## src/rtl/mem_access_ctrl_pkg.sv

```systemverilog
// Shared types and defaults for the data-memory access sequencer.
package mem_access_ctrl_pkg;

  typedef enum logic [1:0] {
    IDLE = 2'b00,
    REQ  = 2'b01,
    DONE = 2'b10,
    EXC  = 2'b11
  } mac_state_e;

  // Access size as carried in funct3[1:0]
  typedef enum logic [1:0] {
    SZ_B = 2'b00,
    SZ_H = 2'b01,
    SZ_W = 2'b10,
    SZ_X = 2'b11
  } mac_size_e;

  localparam int DEF_TIMEOUT = 255;
  localparam int DEF_CNT_W   = 8;

endpackage

```

## src/rtl/mem_access_ctrl_if.sv

```systemverilog
// Req/ack data-bus bundle between the access sequencer (master) and memory (slave).
interface mem_access_ctrl_if #(
  parameter int XLEN = 32
);

  logic            busReq;
  logic            busWrite;
  logic [XLEN-1:0] busAddr;
  logic [XLEN-1:0] busWdata;
  logic [3:0]      busBe;
  logic            busAck;
  logic            busErr;
  logic [XLEN-1:0] busRdata;

  modport master (
    output busReq, busWrite, busAddr, busWdata, busBe,
    input  busAck, busErr, busRdata
  );

  modport slave (
    input  busReq, busWrite, busAddr, busWdata, busBe,
    output busAck, busErr, busRdata
  );

endinterface

```

## src/rtl/mem_access_ctrl_lane_align.sv

```systemverilog
// Byte-lane steering: byte enables, store shift, load extract/extend, alignment check.
module mem_lane_align
  import mem_access_ctrl_pkg::*;
#(
  parameter int XLEN = 32
) (
  input  logic [2:0]      funct3_i,
  input  logic [1:0]      offs_i,
  input  logic [XLEN-1:0] wdata_i,
  input  logic [XLEN-1:0] rawRdata_i,
  output logic [3:0]      be_o,
  output logic [XLEN-1:0] wdataShifted_o,
  output logic [XLEN-1:0] rdataExt_o,
  output logic            misaligned_o
);

  mac_size_e       size;
  logic [4:0]      shAmt;
  logic [XLEN-1:0] loaded;
  logic            signExt;

  assign size    = mac_size_e'(funct3_i[1:0]);
  assign shAmt   = {offs_i, 3'b000};
  assign signExt = ~funct3_i[2];

  // Decode lanes and extension from size and the low address bits
  always_comb begin
    be_o           = 4'b0000;
    misaligned_o   = 1'b0;
    wdataShifted_o = wdata_i << shAmt;
    loaded         = rawRdata_i >> shAmt;
    rdataExt_o     = loaded;
    unique case (size)
      SZ_B: begin
        be_o       = 4'b0001 << offs_i;
        rdataExt_o = {{(XLEN-8){signExt & loaded[7]}}, loaded[7:0]};
      end
      SZ_H: begin
        be_o         = 4'b0011 << offs_i;
        misaligned_o = offs_i[0];
        rdataExt_o   = {{(XLEN-16){signExt & loaded[15]}}, loaded[15:0]};
      end
      SZ_W: begin
        be_o         = 4'b1111;
        misaligned_o = |offs_i;
      end
      SZ_X: begin
        misaligned_o = 1'b1;
      end
    endcase
  end

endmodule

```

## src/rtl/mem_access_ctrl.sv

```systemverilog
// Data-memory access sequencer: issues one bus transfer per access and stalls until it ends.
module mem_access_ctrl
  import mem_access_ctrl_pkg::*;
#(
  parameter int XLEN    = 32,
  parameter int TIMEOUT = DEF_TIMEOUT,
  parameter int CNT_W   = DEF_CNT_W
) (
  input  logic            i_clk,
  input  logic            i_rst_n,
  input  logic            i_memReq,
  input  logic            i_memWrite,
  input  logic [2:0]      i_funct3,
  input  logic [XLEN-1:0] i_addr,
  input  logic [XLEN-1:0] i_wdata,
  output logic            o_stall,
  output logic [XLEN-1:0] o_rdata,
  output logic            o_done,
  output logic            o_misaligned,
  output logic            o_busFault,
  mem_access_ctrl_if.master bus
);

  localparam logic [CNT_W-1:0] TIMEOUT_CNT = CNT_W'(TIMEOUT);

  mac_state_e      state_q;
  logic [CNT_W-1:0] cnt_q;
  logic            busReq_q;
  logic            busWrite_q;
  logic [XLEN-1:0] busAddr_q;
  logic [XLEN-1:0] busWdata_q;
  logic [3:0]      busBe_q;
  logic [XLEN-1:0] rdata_q;
  logic            done_q;
  logic            mis_q;
  logic            fault_q;
  logic [1:0]      offs_q;
  logic [2:0]      funct3_q;

  logic [2:0]      laneFunct3_d;
  logic [1:0]      laneOffs_d;
  logic [3:0]      laneBe;
  logic [XLEN-1:0] laneWdata;
  logic [XLEN-1:0] laneRdata;
  logic            laneMis;

  // Incoming request decides lanes while idle; the latched access decides load extraction
  assign laneFunct3_d = (state_q == IDLE) ? i_funct3    : funct3_q;
  assign laneOffs_d   = (state_q == IDLE) ? i_addr[1:0] : offs_q;

  mem_lane_align #(.XLEN(XLEN)) u_lane (
    .funct3_i       (laneFunct3_d),
    .offs_i         (laneOffs_d),
    .wdata_i        (i_wdata),
    .rawRdata_i     (bus.busRdata),
    .be_o           (laneBe),
    .wdataShifted_o (laneWdata),
    .rdataExt_o     (laneRdata),
    .misaligned_o   (laneMis)
  );

  // Stall is combinational so the pipeline freezes in the same cycle the request shows up
  always_comb begin
    o_stall = 1'b0;
    unique case (state_q)
      IDLE:      o_stall = i_memReq;
      REQ:       o_stall = 1'b1;
      DONE, EXC: o_stall = 1'b0;
    endcase
    o_stall = o_stall & i_rst_n;
  end

  // Sequencer FSM with wait counter and registered bus/status outputs
  always_ff @(posedge i_clk or negedge i_rst_n) begin
    if (!i_rst_n) begin
      state_q    <= IDLE;
      cnt_q      <= '0;
      busReq_q   <= 1'b0;
      busWrite_q <= 1'b0;
      busAddr_q  <= '0;
      busWdata_q <= '0;
      busBe_q    <= 4'b0000;
      rdata_q    <= '0;
      done_q     <= 1'b0;
      mis_q      <= 1'b0;
      fault_q    <= 1'b0;
      offs_q     <= 2'b00;
      funct3_q   <= 3'b000;
    end else begin
      done_q  <= 1'b0;
      mis_q   <= 1'b0;
      fault_q <= 1'b0;
      unique case (state_q)
        IDLE: begin
          if (i_memReq) begin
            if (laneMis) begin
              mis_q   <= 1'b1;
              state_q <= EXC;
            end else begin
              busAddr_q  <= {i_addr[XLEN-1:2], 2'b00};
              busWdata_q <= laneWdata;
              busBe_q    <= laneBe;
              busWrite_q <= i_memWrite;
              busReq_q   <= 1'b1;
              cnt_q      <= '0;
              offs_q     <= i_addr[1:0];
              funct3_q   <= i_funct3;
              state_q    <= REQ;
            end
          end
        end
        REQ: begin
          if (bus.busAck) begin
            busReq_q <= 1'b0;
            if (bus.busErr) begin
              fault_q <= 1'b1;
              state_q <= EXC;
            end else begin
              if (!busWrite_q) begin
                rdata_q <= laneRdata;
              end
              done_q  <= 1'b1;
              state_q <= DONE;
            end
          end else if (cnt_q == TIMEOUT_CNT) begin
            busReq_q <= 1'b0;
            fault_q  <= 1'b1;
            state_q  <= EXC;
          end else begin
            cnt_q <= cnt_q + CNT_W'(1);
          end
        end
        DONE, EXC: begin
          state_q <= IDLE;
        end
      endcase
    end
  end

  assign bus.busReq   = busReq_q;
  assign bus.busWrite = busWrite_q;
  assign bus.busAddr  = busAddr_q;
  assign bus.busWdata = busWdata_q;
  assign bus.busBe    = busBe_q;
  assign o_rdata      = rdata_q;
  assign o_done       = done_q;
  assign o_misaligned = mis_q;
  assign o_busFault   = fault_q;

endmodule

```

## src/flat_wrapper.sv

```systemverilog
// flat-port wrapper written by rule: the top's interface ports become plain ports
module mem_access_ctrl_flat import mem_access_ctrl_pkg::*;
#(
  parameter int XLEN    = 32,
  parameter int TIMEOUT = DEF_TIMEOUT,
  parameter int CNT_W   = DEF_CNT_W
)
  (i_clk, i_rst_n, i_memReq, i_memWrite, i_funct3, i_addr, i_wdata, o_stall, o_rdata, o_done, o_misaligned, o_busFault, bus_busReq, bus_busWrite, bus_busAddr, bus_busWdata, bus_busBe, bus_busAck, bus_busErr, bus_busRdata);
  mem_access_ctrl_if #(.XLEN(XLEN)) bus_i ();
  input  logic i_clk;
  input  logic i_rst_n;
  input  logic i_memReq;
  input  logic i_memWrite;
  input  logic [2:0] i_funct3;
  input  logic [XLEN-1:0] i_addr;
  input  logic [XLEN-1:0] i_wdata;
  output logic o_stall;
  output logic [XLEN-1:0] o_rdata;
  output logic o_done;
  output logic o_misaligned;
  output logic o_busFault;
  output wire logic [$bits(bus_i.busReq)-1:0] bus_busReq;
  output wire logic [$bits(bus_i.busWrite)-1:0] bus_busWrite;
  output wire logic [$bits(bus_i.busAddr)-1:0] bus_busAddr;
  output wire logic [$bits(bus_i.busWdata)-1:0] bus_busWdata;
  output wire logic [$bits(bus_i.busBe)-1:0] bus_busBe;
  input wire logic [$bits(bus_i.busAck)-1:0] bus_busAck;
  input wire logic [$bits(bus_i.busErr)-1:0] bus_busErr;
  input wire logic [$bits(bus_i.busRdata)-1:0] bus_busRdata;
  assign bus_busReq = bus_i.busReq;
  assign bus_busWrite = bus_i.busWrite;
  assign bus_busAddr = bus_i.busAddr;
  assign bus_busWdata = bus_i.busWdata;
  assign bus_busBe = bus_i.busBe;
  assign bus_i.busAck = bus_busAck;
  assign bus_i.busErr = bus_busErr;
  assign bus_i.busRdata = bus_busRdata;
  mem_access_ctrl #(.XLEN(XLEN), .TIMEOUT(TIMEOUT), .CNT_W(CNT_W)) u_core (.i_clk(i_clk), .i_rst_n(i_rst_n), .i_memReq(i_memReq), .i_memWrite(i_memWrite), .i_funct3(i_funct3), .i_addr(i_addr), .i_wdata(i_wdata), .o_stall(o_stall), .o_rdata(o_rdata), .o_done(o_done), .o_misaligned(o_misaligned), .o_busFault(o_busFault), .bus(bus_i));
endmodule
```

## config.mk

```make
export PLATFORM = sky130hd
export DESIGN_NAME = mem_access_ctrl_flat
export DESIGN_NICKNAME = d
export VERILOG_FILES = /design/src/rtl/mem_access_ctrl_pkg.sv /design/src/rtl/mem_access_ctrl_if.sv /design/src/rtl/mem_access_ctrl_lane_align.sv /design/src/rtl/mem_access_ctrl.sv /design/src/flat_wrapper.sv
export SDC_FILE = /design/constraint.sdc
export NUM_CORES = 1
export LEC_CHECK = 0
export CAP_MARGIN = 20
export CORE_MARGIN = 5
export CORE_UTILIZATION = 30
export DETAILED_ROUTE_END_ITERATION = 8
export GPL_TIMING_DRIVEN = 0
export PLACE_DENSITY = 0.58
export SYNTH_ARGS = -nofsm -noshare
export SYNTH_HDL_FRONTEND = slang
export SYNTH_SLANG_ARGS = --single-unit
```

## constraint.sdc

```tcl
create_clock -name i_clk -period 7 [get_ports i_clk]
set_input_delay 1.4 -clock i_clk [delete_from_list [all_inputs] [get_ports i_clk]]
set_output_delay 1.4 -clock i_clk [all_outputs]
set_load 0.01 [all_outputs]
```

==> impl_metrics.toml <==
[critical_path]
worst_setup_path_end_kind = "output pin"
worst_path_most_repeated_cell = "sky130_fd_sc_hd__clkdlybuf4s50_1"
worst_ep_required_time_ns = 5.60
critPathBufInv = 2
crit_path_start_kind = "primary input"
crit_path_top_delay_cell = "sky130_fd_sc_hd__clkdlybuf4s50_1"
cp_top_family = "buffers and inverters"
critical_path_peak_fanout = 5
timing.critical_path.arrival_ns = 2.77
critical_path.cell_chain = "clkdlybuf4s50_1 > o21bai_1 > nor2_1 > clkdlybuf4s50_1"
cpPeakStageDelay_ns = 0.56
critical_path_type = "primary input to output pin"

[global_routing]
first_global_vias = 5579
grt.overflow.total = 0
global_route.usage.total_pct = 17.32
pin_count_of_the_biggest_net_entering_global_routing = 73
antenna_violations_before_repair = 0
global_route_wire_length_before_repair_um = 32350

[placement]
place_inst = 1017
gp_congestion = 0.8873
post_dp_cell_area_um2 = 8518
place.port_buffers = 208
place.detailed.hpwl_um = 15500

[synthesis]
dominant_combinational_cell_family_by_area_after_synthesis = "multiplexers"
synth_simple_gate_area_share_pct = 8.918
async_reset_ff_share_pct = 100.0
synth_xor_area_share_pct = 0
synth-adder-area-share_pct = 0.2064
synth_top_cells_by_area = "sky130_fd_sc_hd__dfrtp_1 49%, sky130_fd_sc_hd__mux2_4 13%, sky130_fd_sc_hd__mux2i_1 5.6%, sky130_fd_sc_hd__o21ai_1 3.1%, sky130_fd_sc_hd__a21oi_1 3.0%"
synth_seq_cells = 118
post_synth.cell_area_avg_um2 = 11.29
synth_area_um2 = 6061
netlist-cell-type-count = 50
yosysSeqAreaShare_pct = 48.72
number_of_synthesized_flops_with_an_enable_pin = 0
yosys_warnings = 0
netlist.top_cell.by_area = "sky130_fd_sc_hd__dfrtp_1"
synth-main-ff-cell = "sky130_fd_sc_hd__dfrtp_1"
synth_compound_gate_area_share_pct = 16.31
synth_top_area_share_pct = 48.72
synth_cells = 537
post_synth_mux_area_share_pct = 21.72

[pwr]
switching_power_mw = 1.679
worst_ir_drop_vdd_v = 0.0001862
power.clock.fraction_pct = 19.5
power_per_cell_area_nw_per_um2 = 489.3
combPwrFrac_pct = 53.1
leakage_power_nw = 3.971
power.sequential.fraction_pct = 27.5
power_report.internal_total_mw = 2.778
switching_share_pct = 37.67

[finish]
nets_finish = 872
share_of_layout_cells_above_drive_strength_1_pct = 15.02
finish.utilization_pct = 45.45
areaGrowthSynthToFinish_pct = 50.29
antenna_cells = 0
post-route-cell-area_um2 = 9109
layoutNonFillerInstCount = 1049

[clocking]
tritoncts = "built"
path_clk_slew_ns = 0.05
clock_tree_root = "sky130_fd_sc_hd__clkbuf_16"
postCtsSetupBuffers = 0
cts-htree-levels = 4
ctsHoldBuffers = 0
cts.path.max_buffers = 2
postCtsResizedCells = 0
clk-insertion-delay-late_ns = 0.41
cts_inserted_buffers = 17
tritoncts_num_sinks = 118

[sta]
clock.fmax_mhz = 239.9
period_needed_ns = 4.168
finalSetupTns_ns = 0
fin_skew_ns = 0.006777
worstMarginPinSlew_ns = 0.9382
final_min_period_over_clock_period_pct = 59.54
timing.max_slew.rel_slack_pct = 37.08
timing.final.hold_violations = 0
timing.final.max_slew_violations = 0
finalSetupViolCount = 0
final.hold.worst_slack_ns = 0.4920
unrepaired_setup_endpoints_after_global_routing = "no"

[floorplan]
initial_utilization_pct = 30.24
core.rowCount = 52
io_pins = 211
floorplan.die_area_um2 = 23150
y_dimension_of_the_die_um = 152.1
core_area_um2 = 20040
die-width_um = 152.1

[drt]
route.detailed.wl_per_inst_um = 19.39
num_vias = 5245
wirelength_um = 20340
total_iterations_of_the_first_detailed_routing_run = 5
drt-vias-per-instance = 5.000
ant_nets = 0
drt_iter0_drc = 448
drc_violation_count_after_routing = 0

[job]
max-cap-violations = 0

[status]
status = "finished clean"

[min_path]
hold_path_class = "register to register"
metal layers:
layer,track usage (%),share of wire [%],vias to the layer above
li1,-,-,2425
met1,23.44,46,2583
met2,27.41,47,213
met3,4.686,5.5,24
met4,4.966,2.0,0
met5,0,0,-
flip-flops by register name (all words and copies together) (netlist names):
register,count
u_core.bus.busBe,4
u_core.bus.busAddr,30
u_core.o_busFault,1
u_core.o_done,1
u_core.funct3_q,3
u_core.o_misaligned,1
u_core.bus.busWdata,32
u_core.o_rdata,32
u_core.offs_q,2
u_core.cnt_q,8
u_core.state_q,2
u_core.bus.busReq,1
u_core.bus.busWrite,1
cells in the final DEF (no fill, tap or decap), types with 3 or more instances in the layout:
cell / instances
sky130_fd_sc_hd__o21a_1: 14
sky130_fd_sc_hd__clkbuf_16: 17
sky130_fd_sc_hd__nand2_1: 32
sky130_fd_sc_hd__inv_6: 3
sky130_fd_sc_hd__clkdlybuf4s50_1: 207
sky130_fd_sc_hd__dfrtp_1: 118
sky130_fd_sc_hd__clkinvlp_4: 4
sky130_fd_sc_hd__nor2b_1: 3
sky130_fd_sc_hd__a211oi_1: 8
sky130_fd_sc_hd__and3_1: 15
sky130_fd_sc_hd__nor2_1: 30
sky130_fd_sc_hd__mux2_1: 7
sky130_fd_sc_hd__o21ai_1: 37
sky130_fd_sc_hd__buf_2: 8
sky130_fd_sc_hd__clkbuf_1: 24
sky130_fd_sc_hd__nand3_1: 3
sky130_fd_sc_hd__clkinv_4: 3
sky130_fd_sc_hd__and2_1: 3
sky130_fd_sc_hd__a31oi_1: 23
sky130_fd_sc_hd__a21oi_1: 36
sky130_fd_sc_hd__o21ai_0: 12
sky130_fd_sc_hd__mux2_2: 9
sky130_fd_sc_hd__o31ai_1: 10
sky130_fd_sc_hd__mux2_4: 53
sky130_fd_sc_hd__buf_6: 8
sky130_fd_sc_hd__inv_1: 6
sky130_fd_sc_hd__nand2b_1: 5
sky130_fd_sc_hd__a221oi_1: 8
sky130_fd_sc_hd__mux2i_1: 34
worst register-to-register path, cell delays in order, from the launching register on:
cell and delay [ns]:
sky130_fd_sc_hd__dfrtp_1 0.47, sky130_fd_sc_hd__clkbuf_1 0.25, sky130_fd_sc_hd__o21ai_1 0.22, sky130_fd_sc_hd__clkbuf_1 0.46, sky130_fd_sc_hd__nand2_1 0.32, sky130_fd_sc_hd__buf_2 0.33, sky130_fd_sc_hd__nor2_1 0.50, sky130_fd_sc_hd__a21oi_1 0.19
sky130_fd_sc_hd__a31oi_1 0.18
power groups by stage:
stage / Sequential (mW) / Combinational (mW) / Clock (mW)
4_1_cts: 1.22 / 2.38 / 0.885
6_report: 1.22 / 2.37 / 0.867
5_1_grt: 1.27 / 2.54 / 0.919
2_1_floorplan: 1.33 / 1.20 / 0
3_5_place_dp: 1.23 / 2.37 / 0
3_3_place_gp: 1.22 / 2.34 / 0
Yosys cell counts, types with 2 or more instances:
master	n
sky130_fd_sc_hd__nand2_1	32
sky130_fd_sc_hd__nor3_1	2
sky130_fd_sc_hd__o21ai_0	12
sky130_fd_sc_hd__o31ai_1	11
sky130_fd_sc_hd__nor3b_1	2
sky130_fd_sc_hd__nor2b_1	3
sky130_fd_sc_hd__or3b_1	2
sky130_fd_sc_hd__a21oi_1	36
sky130_fd_sc_hd__buf_2	8
sky130_fd_sc_hd__mux2_1	7
sky130_fd_sc_hd__o21ai_1	37
sky130_fd_sc_hd__o211ai_1	2
sky130_fd_sc_hd__or2_1	2
sky130_fd_sc_hd__mux2i_1	34
sky130_fd_sc_hd__o21a_1	14
sky130_fd_sc_hd__and2_1	3
sky130_fd_sc_hd__clkbuf_1	23
sky130_fd_sc_hd__buf_4	2
sky130_fd_sc_hd__a211oi_1	8
sky130_fd_sc_hd__a221oi_1	8
sky130_fd_sc_hd__nor2_1	30
sky130_fd_sc_hd__a31oi_1	23
sky130_fd_sc_hd__mux2_2	9
sky130_fd_sc_hd__nand3_1	3
sky130_fd_sc_hd__and3_1	15
sky130_fd_sc_hd__dfrtp_1	118
sky130_fd_sc_hd__inv_1	6
sky130_fd_sc_hd__nand2b_1	5
sky130_fd_sc_hd__buf_6	7
sky130_fd_sc_hd__mux2_4	53
path summary, 6_finish.rpt:
path | start | endpoint | slack [ns] | cells past startpoint
max in group asynchronous | i_rst_n | u_core.bus.busAddr[11] | 5.33 | 2
min in group asynchronous | i_rst_n | u_core.o_busFault | 0.93 | 1
max reg2reg | u_core.state_q[1] | u_core.o_rdata[24] | 4.00 | 8
min | u_core.bus.busWdata[21] | u_core.bus.busWdata[21] | 0.49 | 1
min reg2reg | u_core.bus.busWdata[21] | u_core.bus.busWdata[21] | 0.49 | 1
max | i_memReq | o_stall | 2.83 | 4
metrics by stage:
step,total power [mW],setup WS [ns]
6_report,4.457,2.832
5_1_grt,4.729,2.780
4_1_cts,4.489,2.842
3_5_place_dp,3.598,2.724
3_3_place_gp,3.553,-1.203
2_1_floorplan,2.530,3.876
logic make-up (layout without fill, tap and decap cells):
group                      Yosys count  count (layout)
other                                1               2
muxes                              103             103
and+or+nand+nor                    108             108
AOI/OAI and AO/OA                  159             159
DFF                                118             118
adders and majority gates            1               1
buffers and inverters               47             288
cell type report:
cell class | instances | area [um2]
buffer | 41 | 224.0
clock buffer | 19 | 442.9
clock inverter | 13 | 147.6
fill | 1917 | 10930
inverter | 6 | 22.52
multi-input combinational | 373 | 2870
sequential | 118 | 2953
tap | 270 | 337.8
timing repair buffer | 209 | 2111
Note: power is estimated with default switching activity, not from simulation.
